<file path="src/rtl/pm_boot_loader.sv">
// Byte-stream program loader: holds the core stalled, packs a length-prefixed byte stream
// into PM words and releases the stall on success. Optional checksum: PM_BOOT_CHECKSUM_EN.
module pm_boot_loader #(
    parameter int PMA_SIZE  = 16,
    parameter int PMD_SIZE  = 32,
    parameter int LOAD_BASE = 0,
    parameter int PM_DEPTH  = 65536
) (
    input  logic                clk,
    input  logic                reset,
    input  logic                boot_start,
    input  logic [7:0]          rx_dt,
    input  logic                rx_valid,
    output logic                rx_ready,
    output logic                pm_wr_en,
    output logic [PMA_SIZE-1:0] pm_wr_add,
    output logic [PMD_SIZE-1:0] pm_wr_dt,
    output logic                core_stallb,
    output logic                boot_busy,
    output logic                boot_done,
    output logic                boot_err,
    output logic [15:0]         word_cnt
);

    localparam int                  NB        = PMD_SIZE / 8;
    localparam logic [3:0]          LAST_IDX  = 4'(NB - 1);
    localparam logic [PMA_SIZE-1:0] BASE_ADDR = PMA_SIZE'(LOAD_BASE);
    localparam logic [PMA_SIZE-1:0] ADDR_ONE  = PMA_SIZE'(1);
    localparam logic [31:0]         DEPTH_U   = 32'(PM_DEPTH);

`ifdef PM_BOOT_CHECKSUM_EN
    typedef enum logic [2:0] {
        S_IDLE   = 3'd0,
        S_LEN_HI = 3'd1,
        S_LEN_LO = 3'd2,
        S_DATA   = 3'd3,
        S_WRITE  = 3'd4,
        S_CHK    = 3'd5,
        S_DONE   = 3'd6,
        S_ERROR  = 3'd7
    } state_t;
    localparam state_t S_FINAL = S_CHK;
`else
    typedef enum logic [2:0] {
        S_IDLE   = 3'd0,
        S_LEN_HI = 3'd1,
        S_LEN_LO = 3'd2,
        S_DATA   = 3'd3,
        S_WRITE  = 3'd4,
        S_DONE   = 3'd6,
        S_ERROR  = 3'd7
    } state_t;
    localparam state_t S_FINAL = S_DONE;
`endif

    state_t                state_q, state_d;
    logic [15:0]           len_q, len_d;
    logic [3:0]            idx_q, idx_d;
    logic [PMD_SIZE-1:0]   asm_q, asm_d;
    logic [PMA_SIZE-1:0]   addr_q, addr_d;
    logic [15:0]           cnt_q, cnt_d;
`ifdef PM_BOOT_CHECKSUM_EN
    logic [7:0]            xor_q, xor_d;
`endif
    logic                  rdy_q, rdy_d;
    logic                  wr_en_q, wr_en_d;
    logic                  stallb_q, stallb_d;
    logic                  busy_q, busy_d;
    logic                  done_q, done_d;
    logic                  err_q, err_d;
    logic                  xfer_s;

    // rdy_q always mirrors the current state, so it qualifies the handshake directly
    assign xfer_s = rx_valid & rdy_q;

    // Next-state and datapath update
    always_comb begin
        state_d = state_q;
        len_d   = len_q;
        idx_d   = idx_q;
        asm_d   = asm_q;
        addr_d  = addr_q;
        cnt_d   = cnt_q;
`ifdef PM_BOOT_CHECKSUM_EN
        xor_d   = xor_q;
`endif
        case (state_q)
            S_IDLE, S_DONE, S_ERROR: begin
                if (boot_start) begin
                    state_d = S_LEN_HI;
                    cnt_d   = 16'd0;
                    addr_d  = BASE_ADDR;
                    idx_d   = 4'd0;
`ifdef PM_BOOT_CHECKSUM_EN
                    xor_d   = 8'd0;
`endif
                end else begin
                    state_d = state_q;
                end
            end
            S_LEN_HI: begin
                if (xfer_s) begin
                    len_d   = {rx_dt, len_q[7:0]};
                    state_d = S_LEN_LO;
                end else begin
                    state_d = S_LEN_HI;
                end
            end
            S_LEN_LO: begin
                if (xfer_s) begin
                    len_d = {len_q[15:8], rx_dt};
                    if ({16'd0, len_d} > DEPTH_U) begin
                        state_d = S_ERROR;
                    end else if (len_d == 16'd0) begin
                        state_d = S_FINAL;
                    end else begin
                        state_d = S_DATA;
                    end
                end else begin
                    state_d = S_LEN_LO;
                end
            end
            S_DATA: begin
                if (xfer_s) begin
                    // earlier bytes move toward the MSB, so the first byte ends up on top
                    asm_d = (asm_q << 4'd8) | PMD_SIZE'(rx_dt);
`ifdef PM_BOOT_CHECKSUM_EN
                    xor_d = xor_q ^ rx_dt;
`endif
                    if (idx_q == LAST_IDX) begin
                        idx_d   = 4'd0;
                        state_d = S_WRITE;
                    end else begin
                        idx_d   = idx_q + 4'd1;
                        state_d = S_DATA;
                    end
                end else begin
                    state_d = S_DATA;
                end
            end
            S_WRITE: begin
                cnt_d  = cnt_q + 16'd1;
                addr_d = addr_q + ADDR_ONE;
                if (cnt_d == len_q) begin
                    state_d = S_FINAL;
                end else begin
                    state_d = S_DATA;
                end
            end
`ifdef PM_BOOT_CHECKSUM_EN
            S_CHK: begin
                if (xfer_s) begin
                    state_d = (rx_dt == xor_q) ? S_DONE : S_ERROR;
                end else begin
                    state_d = S_CHK;
                end
            end
`endif
            default: begin
                state_d = S_IDLE;
            end
        endcase
    end

    // Output flags are decoded from the next state so they register alongside it
    always_comb begin
        rdy_d    = 1'b0;
        wr_en_d  = 1'b0;
        stallb_d = 1'b0;
        busy_d   = 1'b0;
        done_d   = 1'b0;
        err_d    = 1'b0;
        case (state_d)
            S_LEN_HI, S_LEN_LO, S_DATA: begin
                rdy_d  = 1'b1;
                busy_d = 1'b1;
            end
`ifdef PM_BOOT_CHECKSUM_EN
            S_CHK: begin
                rdy_d  = 1'b1;
                busy_d = 1'b1;
            end
`endif
            S_WRITE: begin
                wr_en_d = 1'b1;
                busy_d  = 1'b1;
            end
            S_DONE: begin
                done_d   = 1'b1;
                stallb_d = 1'b1;
            end
            S_ERROR: begin
                err_d = 1'b1;
            end
            default: begin
                rdy_d = 1'b0;
            end
        endcase
    end

    // State, datapath and output registers with synchronous active-low reset
    always_ff @(posedge clk) begin
        if (!reset) begin
            state_q  <= S_IDLE;
            len_q    <= 16'd0;
            idx_q    <= 4'd0;
            asm_q    <= '0;
            addr_q   <= BASE_ADDR;
            cnt_q    <= 16'd0;
`ifdef PM_BOOT_CHECKSUM_EN
            xor_q    <= 8'd0;
`endif
            rdy_q    <= 1'b0;
            wr_en_q  <= 1'b0;
            stallb_q <= 1'b0;
            busy_q   <= 1'b0;
            done_q   <= 1'b0;
            err_q    <= 1'b0;
        end else begin
            state_q  <= state_d;
            len_q    <= len_d;
            idx_q    <= idx_d;
            asm_q    <= asm_d;
            addr_q   <= addr_d;
            cnt_q    <= cnt_d;
`ifdef PM_BOOT_CHECKSUM_EN
            xor_q    <= xor_d;
`endif
            rdy_q    <= rdy_d;
            wr_en_q  <= wr_en_d;
            stallb_q <= stallb_d;
            busy_q   <= busy_d;
            done_q   <= done_d;
            err_q    <= err_d;
        end
    end

    assign rx_ready    = rdy_q;
    assign pm_wr_en    = wr_en_q;
    assign pm_wr_add   = addr_q;
    assign pm_wr_dt    = asm_q;
    assign core_stallb = stallb_q;
    assign boot_busy   = busy_q;
    assign boot_done   = done_q;
    assign boot_err    = err_q;
    assign word_cnt    = cnt_q;

endmodule

</file>
<file path="config.mk">
export PLATFORM = sky130hd
export DESIGN_NAME = pm_boot_loader
export DESIGN_NICKNAME = d
export VERILOG_FILES = /design/src/rtl/pm_boot_loader.sv
export SDC_FILE = /design/constraint.sdc
export NUM_CORES = 1
export LEC_CHECK = 0
export CAP_MARGIN = 25
export CORE_MARGIN = 2
export CORE_UTILIZATION = 47
export DETAILED_ROUTE_END_ITERATION = 8
export PLACE_DENSITY = 0.76
export SLEW_MARGIN = 30
export SYNTH_ARGS = -nofsm -noshare
export SYNTH_HDL_FRONTEND = slang
export SYNTH_SLANG_ARGS = --single-unit
export TNS_END_PERCENT = 100
</file>
<file path="constraint.sdc">
create_clock -name clk -period 2.2 [get_ports clk]
set_clock_uncertainty 0.05 [all_clocks]
set_input_delay 0.22 -clock clk [delete_from_list [all_inputs] [get_ports clk]]
set_output_delay 0.22 -clock clk [all_outputs]
set_load 0.03 [all_outputs]
</file>
==> results of run 1 <==
==> where the power goes <==
| group | total [mW] | internal (mW) | leakage (nW) | switching, mW |
|---|---|---|---|---|
| logic | 0.210 | 0.0890 | 1.35 | 0.121 |
| clock network | 1.09 | 0.429 | 0.0900 | 0.658 |
| registers | 1.67 | 1.66 | 0.752 | 0.00965 |
| total | 2.97 | 2.18 | 2.19 | 0.788 |
==> worst min path at each step <==
stage,startpoint,end,cells past startpoint
2_1_floorplan,rx_dt[0],len_q[0],2
3_3_place_gp,pm_wr_dt[26],pm_wr_dt[26],2
3_5_place_dp,pm_wr_dt[24],pm_wr_dt[24],2
4_1_cts,pm_wr_dt[24],pm_wr_dt[24],2
5_1_grt,pm_wr_dt[30],pm_wr_dt[30],2
6_report,pm_wr_dt[24],pm_wr_dt[24],2
==> sequential cells by signal, indices dropped and copies added, names as in the netlist <==
name,count
pm_wr_en,1
boot_busy,1
state_q,3
pm_wr_dt,32
pm_wr_add,16
word_cnt,16
idx_q,4
boot_err,1
rx_ready,1
len_q,16
boot_done,1
==> per-stage QoR <==
step	util [%]	cell area, um^2
3_5_place_dp	64.8	5700
3_3_place_gp	64.8	5700
2_1_floorplan	-	4420
6_report	69.0	6070
4_1_cts	68.2	6000
5_1_grt	69.0	6070
==> worst max-delay path, stage by stage (launching register included) <==
cell     delay (ns)
dfxtp_4        0.38
ha_4           0.17
nand3_4        0.11
nor4_4         0.28
xnor2_1        0.16
nand4_1        0.16
buf_4          0.18
nor4_4         0.27
buf_4          0.16
a21oi_2        0.05
a31o_1         0.18
==> cells in the final DEF (no fill, tap or decap), types with 13 or more instances in the layout <==
master / instances
nor2_1: 34
o21ai_0: 21
dfxtp_1: 77
xnor2_1: 13
xor2_1: 14
nand3_1: 13
a21oi_1: 78
buf_4: 73
nand2_1: 125
clkdlybuf4s50_1: 81
==> layer usage <==
| layer | track usage (%) | vias to the layer above | wire, um |
|---|---|---|---|
| li1 | - | 2183 | - |
| met2 | 39.8 | 123 | 5810 |
| met3 | 5.13 | 10 | 656 |
| met1 | 32.9 | 2069 | 5400 |
| met5 | 0 | - | 0 |
| met4 | 5.48 | 0 | 106 |
==> layout make-up <==
type / instances / area, um^2
clock buffers: 9 / 124
fillers: 694 / 2730
flip-flops and latches: 92 / 1880
clock inverters: 7 / 57.6
inverters: 7 / 26.3
well taps: 108 / 135
repair buffers: 159 / 1430
multi-input cells: 413 / 2420
==> logic make-up (layout without fill, tap and decap cells) <==
| group | count (synthesis) | in the layout | synth area share, % |
|---|---|---|---|
| simple gates | 246 | 246 | 26.7 |
| xor+xnor | 28 | 28 | 5.70 |
| flops | 92 | 92 | 42.8 |
| compound gates | 133 | 133 | 17.8 |
| buf+inv | 47 | 182 | 5.38 |
| fa+ha+maj | 3 | 3 | 0.873 |
| mux | 3 | 3 | 0.756 |
==> timing repair <==
action,in CTS,in global routing
setup buffers,5,1
setup endpoints to repair,6,7
gates resized for setup,16,12
pin swaps,15,1
==> impl_metrics.toml, run 1 <==
[outcome]
status = "finished, violations left"
violations = "negative setup slack"

[clock_tree]
htreeDepth = 3
clock_latency_ns = 0.36
cts_tree = "built"
clockBufferDepth = 2
cts_buffers = 9
clkTransAtPathRegs_ns = 0.10
cts-root-buf = "clkbuf_8"
cts_num_sinks = 92
hold_buffers = 0

[placement]
dp_slack_ns = -0.216
portBuffers = 81
hpwl_um = 8410
gp_congestion = 0.927
dp.cells = 774

[sta]
tightest_slew_ns = 0.477
slew_headroom_pct = 68.0
period_needed_ns = 2.27
setup_viol = 5
hold_viol = 0
fmaxAchievable_ghz = 0.441
fin_ws_ns = -0.0651
fin_hold_ws_ns = 0.411
fin_tns_setup_ns = -0.208
drv_slew = 0
period_share_pct = 103
rsz0062_at_grt = "yes"

[detailed_routing]
drc = 0
drt-pass1-iter-count = 5
wl_per_cell_um = 15.1
via_count = 4385
wirelength_um = 12000
viasPerCell = 5.52
drtAntennaViolNets = 0
drtIter0Drc = 254

[critical_path]
endpoint_kind = "flop"
reg2reg_to = "boot_busy"
start_kind = "flop"
ff2ff_path_depth = 10
crit_start = "word_cnt[1]"
worstPathRequired_ns = 2.42
cp.arrival_ns = 2.48
cp_max_fo = 5
critPathKind = "reg -> reg"
endpoint = "boot_busy"
regToRegStartpoint = "word_cnt[1]"
r2r_setup_slack_ns = -0.07

[yosys]
synth_ff_type = "dfxtp_1"
synth_common_cells = "nand2_1, dfxtp_1, a21oi_1, nor2_1, clkbuf_1"
ys_seq_area_share_pct = 42.8
synth_edf_count = 0
netlist.area_leader.share_pct = 42.8
syn_avg_cell_area_um2 = 7.79
syn_area_mm2 = 0.00430
synth_area_leader_cell = "dfxtp_1"
yosys_warnings = 0
synth_cell_type_count = 59
yosysMostFrequentCell = "nand2_1"
synth_cells = 552
async_flop_share_pct = 0
syn_nets = 567
synth_area_leaders = "dfxtp_1, nand2_1, a21oi_1"
ys_ff_latch = 92

[floorplanning]
design.core.area_mm2 = 0.00881
pin_count = 82
die_y_um = 99.7
start_util_pct = 48.8
rows = 34
fp.dieArea_mm2 = 0.00993
die_x_um = 99.7

[pwr]
peakVddDrop_uv = 391
power.total_mw = 2.97
power.density_mw_per_mm2 = 489
total_leakage_power_nw = 2.19

[global_routing]
grt_first_pass_wirelength_um = 19400
grt_usage_pct = 24.2
grt_max_degree = 78
grt_pass1_vias = 3968
grt.overflow.total = 0
antenna_found_initial = 0

[final_layout]
num_antenna_cells = 0
layout.cells.non_filler = 795
drive_gt1_share_pct = 20.4
final_nets = 697
syn_to_final_growth_pct = 41.3

[flow_run]
max_cap_viol_count = 0

[worst_hold_path]
hold_class = "reg -> reg"
Power figures use the tool's default switching activity.
==> inputs of run 2 (changes only) <==
--- a/config.mk
+++ b/config.mk
@@ -10,6 +10,8 @@
 export CORE_UTILIZATION = 47
 export DETAILED_ROUTE_END_ITERATION = 8
 export PLACE_DENSITY = 0.76
+export REMOVE_ABC_BUFFERS = 1
+export SETUP_SLACK_MARGIN = 0.1
 export SLEW_MARGIN = 30
 export SYNTH_ARGS = -nofsm -noshare
 export SYNTH_HDL_FRONTEND = slang
==> impl_metrics.toml, run 2 (synthesis results as in run 1) <==
[clock_tree]
cts_num_sinks = 92
cts_tree = "built"
cts_buffers = 9
clockBufferDepth = 2
cts-root-buf = "clkbuf_8"
clkTransAtPathRegs_ns = 0.10
htreeDepth = 3
clock_latency_ns = 0.36

[final_layout]
syn_to_final_growth_pct = 40.3
fill_cells = 735
seqCellArea_mm2 = 0.00185
drive_gt1_share_pct = 19.4
final_common_cell = "nand2_1"
num_antenna_cells = 0
final_nets = 699
final_util_pct = 68.5
multi_input_area_mm2 = 0.00236
mostFrequentLayoutCells = "nand2_1, dfxtp_1, clkdlybuf4s50_1"
largest_register_ffs = 32

[critical_path]
worstPathRequired_ns = 2.44
start_kind = "flop"
cp_max_fo = 4
critPathKind = "reg -> reg"
cp.arrival_ns = 2.55
endpoint_kind = "flop"

[floorplanning]
fp.dieArea_mm2 = 0.00993
design.core.area_mm2 = 0.00881
start_util_pct = 48.8
die_y_um = 99.7
rows = 34
pin_count = 82
die_x_um = 99.7

[global_routing]
use_met1_pct = 32.5
grt_max_degree = 34
grt_first_pass_wirelength_um = 20200
use_met2_pct = 42.8
top_usage_layer = "met2"
grt.overflow.total = 0
antenna_found_initial = 0
grt_pass1_vias = 4131
grt_usage_pct = 24.9
gr-usage-met3_pct = 5.27

[sta]
fmaxAchievable_ghz = 0.434
setup_viol = 5
period_share_pct = 105
tightest_slew_ns = 0.544
drv_slew = 0
rsz0062_at_grt = "yes"
hold_viol = 0
period_needed_ns = 2.31
slew_headroom_pct = 63.7
fin_ws_ns = -0.106
fin_hold_ws_ns = 0.412

[outcome]
violations = "negative setup slack"
status = "finished, violations left"

[pwr]
power.total_mw = 3.00
power.density_mw_per_mm2 = 497
peakVddDrop_uv = 336
total_leakage_power_nw = 2.15

[placement]
gp_congestion = 0.912
hpwl_um = 8540
portBuffers = 81

[detailed_routing]
drtIter0Drc = 146
via_count = 4425
drc = 0
drtAntennaViolNets = 0
drt-pass1-iter-count = 5
viasPerCell = 5.55
wirelength_um = 12300
wl_per_cell_um = 15.4

[worst_hold_path]
hold_class = "reg -> reg"

[flow_run]
max_cap_viol_count = 0
-- run 2: report_power, final --
group | leakage, nW | internal, mW | total (mW) | switching, mW
sequential | 0.746 | 1.67 | 1.68 | 0.00853
combinational | 1.31 | 0.0931 | 0.216 | 0.123
clock | 0.0911 | 0.438 | 1.10 | 0.660
-- run 2: layout make-up --
| class | instances | area share, % |
|---|---|---|
| well taps | 108 | 2.24 |
| clock buffers | 9 | 2.05 |
| inverters | 7 | 0.435 |
| flip-flops and latches | 92 | 30.7 |
| multi-input cells | 413 | 39.1 |
| clock inverters | 7 | 1.14 |
| repair buffers | 161 | 24.3 |
-- run 2: worst max-delay path: stages, from the launching register on --
cell and delay [ns]:
dfxtp_1 0.37, nand4_2 0.19, or4_4 0.52, a32oi_2 0.21, a21boi_2 0.09, or4_4 0.54, o21ai_2 0.12, nor3b_2 0.17
-- run 2: layer usage --
layer  wire length [um]  vias to the layer above
met1               5380                     2118
met2               6070                      123
met5                  0                        -
met3                756                        9
li1                   -                     2175
met4                 83                        0
-- run 2: worst paths after layout --
kind                  end  depth (start not counted)  slack [ns]         start
max              pm_wr_en                          7       -0.11   word_cnt[7]
min          pm_wr_dt[20]                          2        0.41  pm_wr_dt[12]
max reg2reg      pm_wr_en                          7       -0.11   word_cnt[7]
min reg2reg  pm_wr_dt[20]                          2        0.41  pm_wr_dt[12]
-- run 2: timing repair --
| item | 4_1_cts | 5_1_grt |
|---|---|---|
| pin swaps | 20 | 4 |
| hold endpoints to repair | 0 | 0 |
| hold buffers | 0 | 0 |
| setup endpoints to repair | 9 | 11 |
| setup buffers | 10 | 0 |
| resized for setup | 25 | 14 |
-- run 2: per-stage QoR --
step | setup WS (ns) | TNS (ns) | std cells | cell area (um^2)
2_1_floorplan | -0.630 | -3.22 | 512 | 4100
3_3_place_gp | -0.117 | -0.449 | 771 | 5600
3_5_place_dp | -0.214 | -0.850 | 771 | 5600
4_1_cts | -0.0706 | -0.0931 | 797 | 5990
5_1_grt | -0.201 | -0.934 | 797 | 6030
6_report | -0.106 | -0.271 | 797 | 6030
==> inputs of run 3 (changes only) <==
--- a/config.mk
+++ b/config.mk
@@ -9,7 +9,9 @@
 export CORE_MARGIN = 2
 export CORE_UTILIZATION = 47
 export DETAILED_ROUTE_END_ITERATION = 8
+export GPL_ROUTABILITY_DRIVEN = 0
 export PLACE_DENSITY = 0.76
+export RECOVER_POWER = 25
 export REMOVE_ABC_BUFFERS = 1
 export SETUP_SLACK_MARGIN = 0.1
 export SLEW_MARGIN = 30
==> impl_metrics.toml, run 3 (synthesis results as in run 1) <==
[outcome]
status = "finished, violations left"
violations = "negative setup slack"

[critical_path]
path_cells = "buf_6 > buf_12 > and4_1 > o2bb2ai_1 > o21ai_0 > buf_4 > a21oi_4 > or4_4 > o21ai_4 > nor3b_2"
start_kind = "flop"
cp_max_fo = 4
cpMaxStageDelayCell = "or4_4"
endpoint_kind = "flop"
critPathKind = "reg -> reg"
worstPathRequired_ns = 2.44
max_stage_delay_ns = 0.52
cp.arrival_ns = 2.70

[floorplanning]
die_y_um = 99.7
fp.dieArea_mm2 = 0.00993
design.core.area_mm2 = 0.00881
rows = 34
start_util_pct = 48.8
die_x_um = 99.7
pin_count = 82

[detailed_routing]
drc = 0
drtAntennaViolNets = 0
wirelength_um = 12600
wl_per_cell_um = 15.9
drtIter0Drc = 221
viasPerCell = 5.71
drt-pass1-iter-count = 5
via_count = 4503

[sta]
tightest_slew_ns = 0.612
fin_ws_ns = -0.266
period_share_pct = 112
hold_viol = 0
fmaxAchievable_ghz = 0.405
period_needed_ns = 2.47
setup_viol = 6
rsz0062_at_grt = "yes"
drv_slew = 0
slew_headroom_pct = 59.2

[final_layout]
layout.cells.non_filler = 788
fill_cells = 730
syn_to_final_growth_pct = 39.5
largest_register_ffs = 32
multi_input_area_mm2 = 0.00237
mostFrequentLayoutCells = "nand2_1, dfxtp_1, a21oi_1"
drive_gt1_share_pct = 17.5
num_antenna_cells = 0
final_nets = 690
stdcell_area_mm2 = 0.00600
final_common_cell = "nand2_1"
seqCellArea_mm2 = 0.00186

[worst_hold_path]
hold_class = "reg -> reg"

[clock_tree]
cts_num_sinks = 92
clockBufferDepth = 2
clkTransAtPathRegs_ns = 0.10
cts_buffers = 9
clock_latency_ns = 0.36
cts_tree = "built"
cts-root-buf = "clkbuf_8"
htreeDepth = 3
hold_buffers = 0

[flow_run]
max_cap_viol_count = 0

[placement]
placed_area_mm2 = 0.00554
hpwl_um = 8250
dp.cells = 763
portBuffers = 81

[global_routing]
antenna_found_initial = 0
grt.overflow.total = 0
grt_usage_pct = 25.1
grt_max_degree = 78
grt_first_pass_wirelength_um = 20400
grt_pass1_vias = 4331

[pwr]
total_leakage_power_nw = 2.16
power.density_mw_per_mm2 = 514
power.total_mw = 3.09
peakVddDrop_uv = 276
-- run 3: repair_timing --
action,4_1_cts,5_1_grt
setup buffers,7,2
resized for setup,28,14
pin swaps,11,8
endpoints found under the setup margin,7,8
-- run 3: final cells by class --
cell class | instances | share of cell area [%]
Clock inverter | 7 | 1.38
Multi-Input combinational cell | 413 | 39.6
Timing Repair Buffer | 152 | 23.3
Inverter | 7 | 0.438
Clock buffer | 9 | 2.07
Sequential cell | 92 | 30.9
Tap cell | 108 | 2.25
-- run 3: worst max-delay path, delay by kind of cell, from the launching register on --
kind | cells | cell delay, ns
DFF | 1 | 0.37
buffers and inverters | 3 | 0.41
and+or+nand+nor | 3 | 0.91
AOI/OAI and AO/OA | 4 | 0.64
-- run 3: worst paths after layout --
path	slack, ns	to	start	cells past startpoint
max	-0.27	pm_wr_en	word_cnt[1]	10
min	0.41	pm_wr_dt[24]	pm_wr_dt[24]	2
max reg2reg	-0.27	pm_wr_en	word_cnt[1]	10
min reg2reg	0.41	pm_wr_dt[24]	pm_wr_dt[24]	2
-- run 3: where the power goes --
part | total [mW] | switching (mW) | internal [mW]
Sequential | 1.68 | 0.00803 | 1.67
Clock | 1.20 | 0.656 | 0.543
Combinational | 0.205 | 0.123 | 0.0826
Total | 3.09 | 0.787 | 2.30
-- run 3: through the flow --
stage	TNS (ns)	util (%)	hold WS, ns	setup slack (ns)
floorplan	-3.22	-	0.292	-0.630
global placement	-0.652	63.0	0.392	-0.164
detailed placement	-1.67	63.0	0.406	-0.366
CTS	-0.428	67.2	0.421	-0.148
global route	-2.33	68.1	0.439	-0.331
finish	-1.26	68.1	0.415	-0.266
-- run 3: metal layers --
metal / global-route usage, % / up-vias / share of wire [%]
met5: 0 / - / 0
met4: 10.1 / 0 / 3.1
met3: 5.48 / 39 / 6.7
met2: 41.4 / 195 / 48
met1: 32.0 / 2110 / 42
li1: - / 2159 / -
